<file path="src/rtl/fpu_mult_arbiter.sv">
// Round-robin arbiter sharing one multi-cycle FP multiplier core among N_REQ requesters,
// with a watchdog that answers with a quiet NaN if the core never reports done.
module fpu_mult_arbiter #(
   parameter int N_REQ   = 4,
   parameter int ID_W    = 2,
   parameter int TIMEOUT = 64
) (
   input  logic                  clk,
   input  logic                  rst,
   input  logic [N_REQ-1:0]      req_valid,
   input  logic [32*N_REQ-1:0]   req_a,
   input  logic [32*N_REQ-1:0]   req_b,
   output logic [N_REQ-1:0]      req_ready,
   output logic                  rsp_valid,
   input  logic                  rsp_ready,
   output logic [ID_W-1:0]       rsp_id,
   output logic [31:0]           rsp_result,
   output logic [2:0]            rsp_ovf,
   output logic                  rsp_err,
   output logic                  busy,
   output logic [31:0]           mul_a,
   output logic [31:0]           mul_b,
   output logic                  mul_start,
   input  logic                  mul_done,
   input  logic [31:0]           mul_result,
   input  logic [2:0]            mul_ovf
);

   localparam int               CNT_W     = $clog2(TIMEOUT) + 1;
   localparam logic [CNT_W-1:0] CNT_LAST  = CNT_W'(TIMEOUT - 1);
   localparam logic [ID_W-1:0]  LAST_INIT = ID_W'(N_REQ - 1);
   localparam logic [31:0]      QNAN      = 32'h7FC0_0000;

   typedef enum logic [1:0] {IDLE, ISSUE, WAIT, RESP} state_t;

   state_t            state;
   logic [ID_W-1:0]   last_grant;
   logic [ID_W-1:0]   grant;
   logic [ID_W-1:0]   idx;
   logic              any_valid;
   logic [31:0]       sel_a;
   logic [31:0]       sel_b;
   logic [CNT_W-1:0]  wdog;

   // Search starts just after the last granted requester and wraps modulo N_REQ.
   always_comb begin
      any_valid = 1'b0;
      grant     = '0;
      idx       = '0;
      for (int unsigned k = 1; k <= N_REQ; k++) begin
         idx = ID_W'((32'(last_grant) + k) % N_REQ);
         if (!any_valid && req_valid[idx]) begin
            any_valid = 1'b1;
            grant     = idx;
         end
      end
   end

   always_comb begin
      sel_a = '0;
      sel_b = '0;
      for (int unsigned i = 0; i < N_REQ; i++) begin
         if (grant == ID_W'(i)) begin
            sel_a = req_a[32*i +: 32];
            sel_b = req_b[32*i +: 32];
         end
      end
   end

   always_comb begin
      req_ready = '0;
      if (state == IDLE && any_valid && !rst) begin
         for (int unsigned i = 0; i < N_REQ; i++)
            req_ready[i] = (grant == ID_W'(i));
      end
   end

   always_ff @(posedge clk or posedge rst) begin
      if (rst) begin
         state      <= IDLE;
         last_grant <= LAST_INIT;
         wdog       <= '0;
         mul_a      <= '0;
         mul_b      <= '0;
         mul_start  <= 1'b0;
         rsp_valid  <= 1'b0;
         rsp_id     <= '0;
         rsp_result <= '0;
         rsp_ovf    <= '0;
         rsp_err    <= 1'b0;
         busy       <= 1'b0;
      end else begin
         case (state)
            IDLE: begin
               if (any_valid) begin
                  mul_a     <= sel_a;
                  mul_b     <= sel_b;
                  rsp_id    <= grant;
                  mul_start <= 1'b1;
                  busy      <= 1'b1;
                  state     <= ISSUE;
               end
            end
            ISSUE: begin
               mul_start <= 1'b0;
               wdog      <= '0;
               state     <= WAIT;
            end
            WAIT: begin
               // A done arriving on the timeout cycle takes priority over the error.
               if (mul_done) begin
                  rsp_result <= mul_result;
                  rsp_ovf    <= mul_ovf;
                  rsp_err    <= 1'b0;
                  rsp_valid  <= 1'b1;
                  state      <= RESP;
               end else if (wdog == CNT_LAST) begin
                  rsp_result <= QNAN;
                  rsp_ovf    <= '0;
                  rsp_err    <= 1'b1;
                  rsp_valid  <= 1'b1;
                  state      <= RESP;
               end else if (wdog != '1) begin
                  wdog <= wdog + 1'b1;
               end
            end
            RESP: begin
               if (rsp_ready) begin
                  rsp_valid  <= 1'b0;
                  busy       <= 1'b0;
                  last_grant <= rsp_id;
                  state      <= IDLE;
               end
            end
            default: state <= IDLE;
         endcase
      end
   end

endmodule

</file>
<file path="config.mk">
export PLATFORM = sky130hd
export DESIGN_NAME = fpu_mult_arbiter
export DESIGN_NICKNAME = d
export VERILOG_FILES = /design/src/rtl/fpu_mult_arbiter.sv
export SDC_FILE = /design/constraint.sdc
export NUM_CORES = 1
export LEC_CHECK = 0
export CAP_MARGIN = 20
export CORE_AREA = 5 5 157 159
export DETAILED_ROUTE_END_ITERATION = 8
export DIE_AREA = 0 0 162 164
export SYNTH_ARGS = -nofsm -noshare
export SYNTH_HDL_FRONTEND = slang
export SYNTH_SLANG_ARGS = --single-unit
</file>
<file path="constraint.sdc">
create_clock -name clk -period 4.77 [get_ports clk]
set_input_delay 0.477 -clock clk [delete_from_list [all_inputs] [get_ports clk]]
set_output_delay 0.477 -clock clk [all_outputs]
set_load 0.05 [all_outputs]
</file>
==> Yosys cells after proc, flatten, opt, wreduce, memory -nomap -nowiden <==
Index checks and enable logic that the tools add are counted.
W data, S select, Z words.
{ "word_totals": {"regBits": 116, "in_bits": 299, "output_inout_bits": 109, "word_cells": 105} }
{ "classes": {"add_sub_neg": 5, "magnitude_cmp": 4, "n_eq_ne": 14, "muxes": 46, "reduce_logical": 24} }
{ "op_table": {"columns": ["operator", "n"], "rows": [
  ["$mux W32", 10],
  ["$mux W7", 3],
  ["$mux W2", 8],
  ["$pmux W7 S2", 1],
  ["$mux W1", 13],
  ["$lt A2 B3 Y1 const B", 4],
  ["$ne A2 B2 Y1 const B", 5],
  ["$reduce_bool A2 Y1", 5],
  ["$reduce_and A3 Y1", 3],
  ["$bmux W1 S2", 4],
  ["$eq A2 B2 Y1 const B", 4],
  ["$pmux W2 S4", 1],
  ["$reduce_and A2 Y1", 4],
  ["$add A7 B1 Y7 const B", 1],
  ["$eq A7 B6 Y1 const B", 1],
  ["$ne A7 B7 Y1 const B", 1],
  ["$mux W3", 2],
  ["$pmux W1 S2", 3],
  ["$logic_and A1 B1 Y1", 5],
  ["$add A2 B1 Y2 const B", 2],
  ["$add A2 B2 Y2 const B", 2],
  ["$eq A2 B1 Y1 const B", 2],
  ["$logic_not A1 Y1", 4],
  ["$logic_not A2 Y1", 2],
  ["3 further kinds", 3]
]} }

==> Longest topological paths before layout <==
{ "depth": {"depth_word": 18, "mapped_depth": 8} }

==> Least setup slack after synthesis <==
OpenSTA, ideal clock, no wires.
{ "synth_path": {"kind": "reg2out", "from": "register state[0]", "to": "output port req_ready[3]", "arrival_time_ps": 2350, "required_time_ps": 4293, "setup_slack_ps": 1943, "stages_incl_launch_ff": 7, "path_buffers": 1, "path_cell_list": "dfrtp_1 -> inv_1 -> ha_1 -> nor2b_1 -> nand2_1 -> buf_4 -> nor3b_1"} }
{ "synth_via": {"elab_chain_len": 4} }
{ "synth_lines": {"columns": ["element", "line", "text"], "rows": [
  ["start, declared", "36", "state_t state;"],
  ["start signal, assigned", "80", "state <= IDLE;"],
  ["start signal, assigned", "101", "state <= ISSUE;"],
  ["start signal, assigned", "107", "state <= WAIT;"],
  ["$logic_not A2 Y1", "72", "if (state == IDLE && any_valid && !rst) begin"],
  ["$logic_and A1 B1 Y1 (2 in series)", "72", null],
  ["$mux W4", "72", null],
  ["end, declared", "13", "output logic [N_REQ-1:0] req_ready,"]
]} }
No other way between the ends.

==> Final worst setup path <==
{ "layout_path": {"from": "input port req_valid[1]", "to": "output port req_ready[1]"} }
{ "layout_via": {"elab_chain_len": 15} }
{ "layout_lines": {"columns": ["element", "line", "text"], "rows": [
  ["start, declared", "10", "input logic [N_REQ-1:0] req_valid,"],
  ["$bmux W1 S2", "52", "if (!any_valid && req_valid[idx]) begin"],
  ["$mux W1 (not written as such)", "52", null],
  ["$mux W1", "52", null],
  ["$logic_not A1 Y1", "52", null],
  ["$logic_and A1 B1 Y1", "52", null],
  ["$mux W1", "52", null],
  ["$logic_not A1 Y1", "52", null],
  ["$logic_and A1 B1 Y1", "52", null],
  ["$mux W1", "52", null],
  ["$logic_not A1 Y1", "52", null],
  ["$logic_and A1 B1 Y1", "52", null],
  ["$mux W1", "52", null],
  ["$logic_and A1 B1 Y1 (2 in series)", "72", null],
  ["$mux W4 *", "72", null]
]} }
Mark *: on every way between the ends. The rest lies on a longest branch, timed or not. The select of a mux whose other input is x is not followed.

==> impl_summary.txt <==
----------------------------------------------------
[Run status]
  Outcome ... finished, final reports clean

[Timing]
  Share of the cycle needed by the critical path after routing ... 67.66%
  Maximum clock skew at final layout ... 0.01192 ns
  Max-slew headroom at the worst pin ... 30.75%
  Aggregate negative setup slack ... 0 ns
  Final Hold Fails ... 0
  Final Critical Period ... 3.228 ns
  Final slew viol count ... 0
  Setup repair after global routing missed its margin ... no
  Final setup violation count ... 0
  Upper clock frequency limit ... 309.8 MHz
  Transition time at the pin with the least slew margin ... 1.039 ns

[Power and ir drop]
  Worst IR Drop VDD ... 0.4203 mV
  Internal power summed over all cells ... 3.973 mW
  P per Cell Area ... 679.1 nW/um^2
  Static leakage power ... 4.841 nW
  Comb pwr share ... 59.1%
  Proportion of power drawn by the clock network ... 18.1%
  Switching power share of the total ... 46.93%
  Net switching power figure ... 3.514 mW
  Seq pwr share ... 22.8%

[Min path]
  Cells on Worst Hold Path ... 2
  Launch point of the worst hold path ... mul_b[24]
  Hold path endpoint ... mul_b[24]
  Min-Delay Path Class ... reg -> reg

[Clock network]
  Maximum level of the CTS H-tree ... 4
  Root buffer selected by CTS ... sky130_fd_sc_hd__clkbuf_16
  Longest Clk Path Bufs ... 2
  Number of setup buffers added after CTS ... 0
  Worst skew pair latency ... 0.42 ns
  Post_cts resized ... 0
  Number of clock sinks ... 116
  CTS tree ... done
  Clock slew seen by the registers of the worst setup and hold paths ... 0.06 ns
  Hold Buf Count CTS ... 0
  Number of buffers created by CTS ... 17

[Drt]
  Via count of the routed design ... 5951
  Wire length after detailed routing ... 25570 um
  Number of routed nets with antenna violations ... 0
  Starting DRT DRC Count ... 245
  Number of iterations in the first detailed-routing pass ... 7
  Vias/cell ... 4.830
  Routed length per placed instance ... 20.76 um
  Remaining DRCs ... 0

[Synth]
  #FFs+latches synth ... 116
  Yosys warns ... 0
  Dominant cell type by area after synthesis ... sky130_fd_sc_hd__dfrtp_1
  Post-Syn Instances ... 537
  Number of synthesized flops with an enable pin ... 0
  Ranking of synthesized cells by area ... sky130_fd_sc_hd__dfrtp_1 (46%), sky130_fd_sc_hd__mux2i_1 (21%), sky130_fd_sc_hd__o221ai_1 (9.0%), sky130_fd_sc_hd__nand2_1 (5.0%), sky130_fd_sc_hd__a22o_1 (3.6%)
  Synthesized cell area ... 6260 sq um
  Synth cell types ... 42
  Area share of the leading cell type in the synthesized netlist ... 45.57%
  Flip-flop cell with the highest count after synthesis ... sky130_fd_sc_hd__dfrtp_1
  Sequential cell area fraction in the yosys report ... 46.41%
  Async set or reset register ratio after synthesis ... 100.0%
  Synthesized area per cell ... 11.66 sq um
  Synth Net Count ... 842

[Global routing]
  Number of antenna violations at the first check in global routing ... 1
  Via count of the first global-routing pass ... 6340
  Overflow left after global routing ... 0
  All-Layer GR Usage ... 18.61%
  Global-route wire length before repair ... 37930 um
  Pin count of the biggest net entering global routing ... 125

[Setup path]
  Arrival time at the worst endpoint ... 2.75 ns
  Worst Path Max Fanout ... 10
  Startpoint Class ... input port
  Crit path kind ... in -> out
  Worst Reg-to-Reg Cells ... 6
  Setup slack, reg-to-reg ... 2.22 ns
  Capture instance of the worst register-to-register path ... mul_a[1]
  Req. time, crit path ... 4.29 ns
  Crit path capture type ... output pin
  Launch point of the worst reg-to-reg path ... last_grant[0]

[Die]
  Vertical extent of the die ... 164 um
  Die outline area ... 26570 sq um
  Num ports ... 408
  Floorplan Core Area ... 23120 sq um
  Die span in x ... 162 um
  FP Rows ... 56
  Starting density of the core ... 27.07%

[Flow run]
  Max Cap Viol ... 0

[Placement]
  # placed instances ... 1196
  Number of port buffers ... 407
  Detailed Place HPWL ... 18860 um
  Weighted congestion at the end of routability-driven global placement ... 0.7794

[Cells and area]
  Total Nets Final ... 1232
  Share of final-layout standard cells stronger than drive strength 1 ... 5.532%
  Area overhead of the layout relative to synthesis ... 76.11%
  Count of placed standard cells in the final layout, fillers left out ... 1232

----------------------------------------------------
flip-flops by register name, indices dropped and copies added (netlist names):
| name | flops |
|---|---|
| mul_a | 32 |
| mul_b | 32 |
| rsp_result | 32 |
| wdog | 7 |
| rsp_ovf | 3 |
| last_grant | 2 |
| rsp_id | 2 |
| state | 2 |
| busy | 1 |
| mul_start | 1 |
| rsp_err | 1 |
| rsp_valid | 1 |
power by group through the flow:
stage | sequential, mW | combinational, mW | clock (mW)
6_report | 1.71 | 4.43 | 1.35
5_1_grt | 1.77 | 4.69 | 1.43
4_1_cts | 1.71 | 4.47 | 1.40
3_5_place_dp | 1.72 | 4.46 | 0
3_3_place_gp | 1.72 | 4.43 | 0
2_1_floorplan | 3.17 | 1.64 | 0
metal layers:
layer	part of all wire, %	track usage, %	vias up
met1	39	21.74	2865
met2	51	31.75	249
met4	1.7	5.844	0
met3	8.7	7.077	26
li1	-	-	2811
met5	0	0	-
worst max-delay path by stage:
stage,start,to,slack [ns],cells past startpoint
2_1_floorplan,rst,busy,1.22,1
3_3_place_gp,req_valid[1],req_ready[1],1.58,6
5_1_grt,req_valid[1],req_ready[1],1.43,6
6_report,req_valid[1],req_ready[1],1.54,6
4_1_cts,req_valid[1],req_ready[1],1.55,6
3_5_place_dp,req_valid[1],req_ready[1],1.55,6
logic make-up (layout without fill, tap and decap cells):
family          after synthesis  count (layout)  share of synthesized area (%)
mux                         133             133                          21.33
other cells                   0               2                              0
simple gates                117             117                          8.075
fa+ha+maj                     6               6                          1.199
xor+xnor                      4               4                         0.5596
flops                       116             116                          46.41
buf+inv                      49             452                          6.976
compound gates              112             112                          15.45
layout by cell type, fill, tap and decap left out, types with 2 or more instances in the layout:
cell                              instances
sky130_fd_sc_hd__clkdlybuf4s50_1        407
sky130_fd_sc_hd__bufinv_16                3
sky130_fd_sc_hd__nor2b_1                  4
sky130_fd_sc_hd__and3_1                   2
sky130_fd_sc_hd__dfrtp_1                114
sky130_fd_sc_hd__clkbuf_16               18
sky130_fd_sc_hd__dfstp_2                  2
sky130_fd_sc_hd__clkinv_4                 2
sky130_fd_sc_hd__nor2_1                  11
sky130_fd_sc_hd__nand2b_1                 2
sky130_fd_sc_hd__o22a_1                   9
sky130_fd_sc_hd__ha_1                     6
sky130_fd_sc_hd__nor3b_1                  2
sky130_fd_sc_hd__o21ai_2                  2
sky130_fd_sc_hd__buf_12                   2
sky130_fd_sc_hd__inv_6                    5
sky130_fd_sc_hd__a22o_1                  26
sky130_fd_sc_hd__mux2_2                   2
sky130_fd_sc_hd__nand3_1                  2
sky130_fd_sc_hd__mux2i_1                130
sky130_fd_sc_hd__o21ai_1                  2
sky130_fd_sc_hd__inv_1                    4
sky130_fd_sc_hd__o21ai_0                  2
sky130_fd_sc_hd__diode_2                  2
sky130_fd_sc_hd__nand2_1                 83
sky130_fd_sc_hd__o221ai_1                64
sky130_fd_sc_hd__xor2_1                   4
sky130_fd_sc_hd__nand2b_2                 2
sky130_fd_sc_hd__buf_4                    4
sky130_fd_sc_hd__clkinvlp_4               2
sky130_fd_sc_hd__nor3_1                   2
through the flow:
step	area [sq um]	total power [mW]	utilization (%)	worst slack, ns	hold WS, ns
global placement	10360	6.152	44.83	1.576	0.4685
floorplan	6260	4.808	-	1.224	0.4569
finish	11020	7.487	47.68	1.542	0.4813
CTS	10980	7.578	47.48	1.545	0.4871
detailed placement	10360	6.177	44.83	1.554	0.4718
global route	11020	7.897	47.67	1.426	0.4951
cell usage after synthesis (2+ instances only):
cell type	instances
sky130_fd_sc_hd__xor2_1	4
sky130_fd_sc_hd__nand3_1	2
sky130_fd_sc_hd__clkbuf_1	10
sky130_fd_sc_hd__nand2_1	84
sky130_fd_sc_hd__a22o_1	26
sky130_fd_sc_hd__nor2b_1	4
sky130_fd_sc_hd__bufbuf_8	5
sky130_fd_sc_hd__o22a_1	9
sky130_fd_sc_hd__mux2_2	2
sky130_fd_sc_hd__nor3b_1	2
sky130_fd_sc_hd__buf_2	17
sky130_fd_sc_hd__o21ai_1	2
sky130_fd_sc_hd__nor2_1	11
sky130_fd_sc_hd__buf_12	8
sky130_fd_sc_hd__o21ai_2	2
sky130_fd_sc_hd__inv_1	5
sky130_fd_sc_hd__mux2i_1	130
sky130_fd_sc_hd__nor3_1	2
sky130_fd_sc_hd__dfrtp_1	114
sky130_fd_sc_hd__o221ai_1	64
sky130_fd_sc_hd__ha_1	6
sky130_fd_sc_hd__buf_6	3
sky130_fd_sc_hd__and3_1	2
sky130_fd_sc_hd__dfstp_2	2
sky130_fd_sc_hd__o21ai_0	2
sky130_fd_sc_hd__nand2b_1	3
cell type report:
type | instances | area [sq um]
clock inverters | 13 | 171.4
flip-flops and latches | 116 | 2905
clock buffers | 19 | 442.9
well taps | 290 | 362.8
diodes | 2 | 5.005
repair buffers | 415 | 4184
inverters | 5 | 21.27
multi-input cells | 372 | 2932
fillers | 2153 | 12100
worst max-delay path: stages:
cell and delay, ns:
sky130_fd_sc_hd__clkdlybuf4s50_1 0.56, sky130_fd_sc_hd__nand2b_1 0.10, sky130_fd_sc_hd__a21boi_1 0.16, sky130_fd_sc_hd__o211ai_4 0.38
sky130_fd_sc_hd__nor3b_1 0.23, sky130_fd_sc_hd__clkdlybuf4s50_1 0.84
Note: power is estimated with default switching activity, not from simulation.
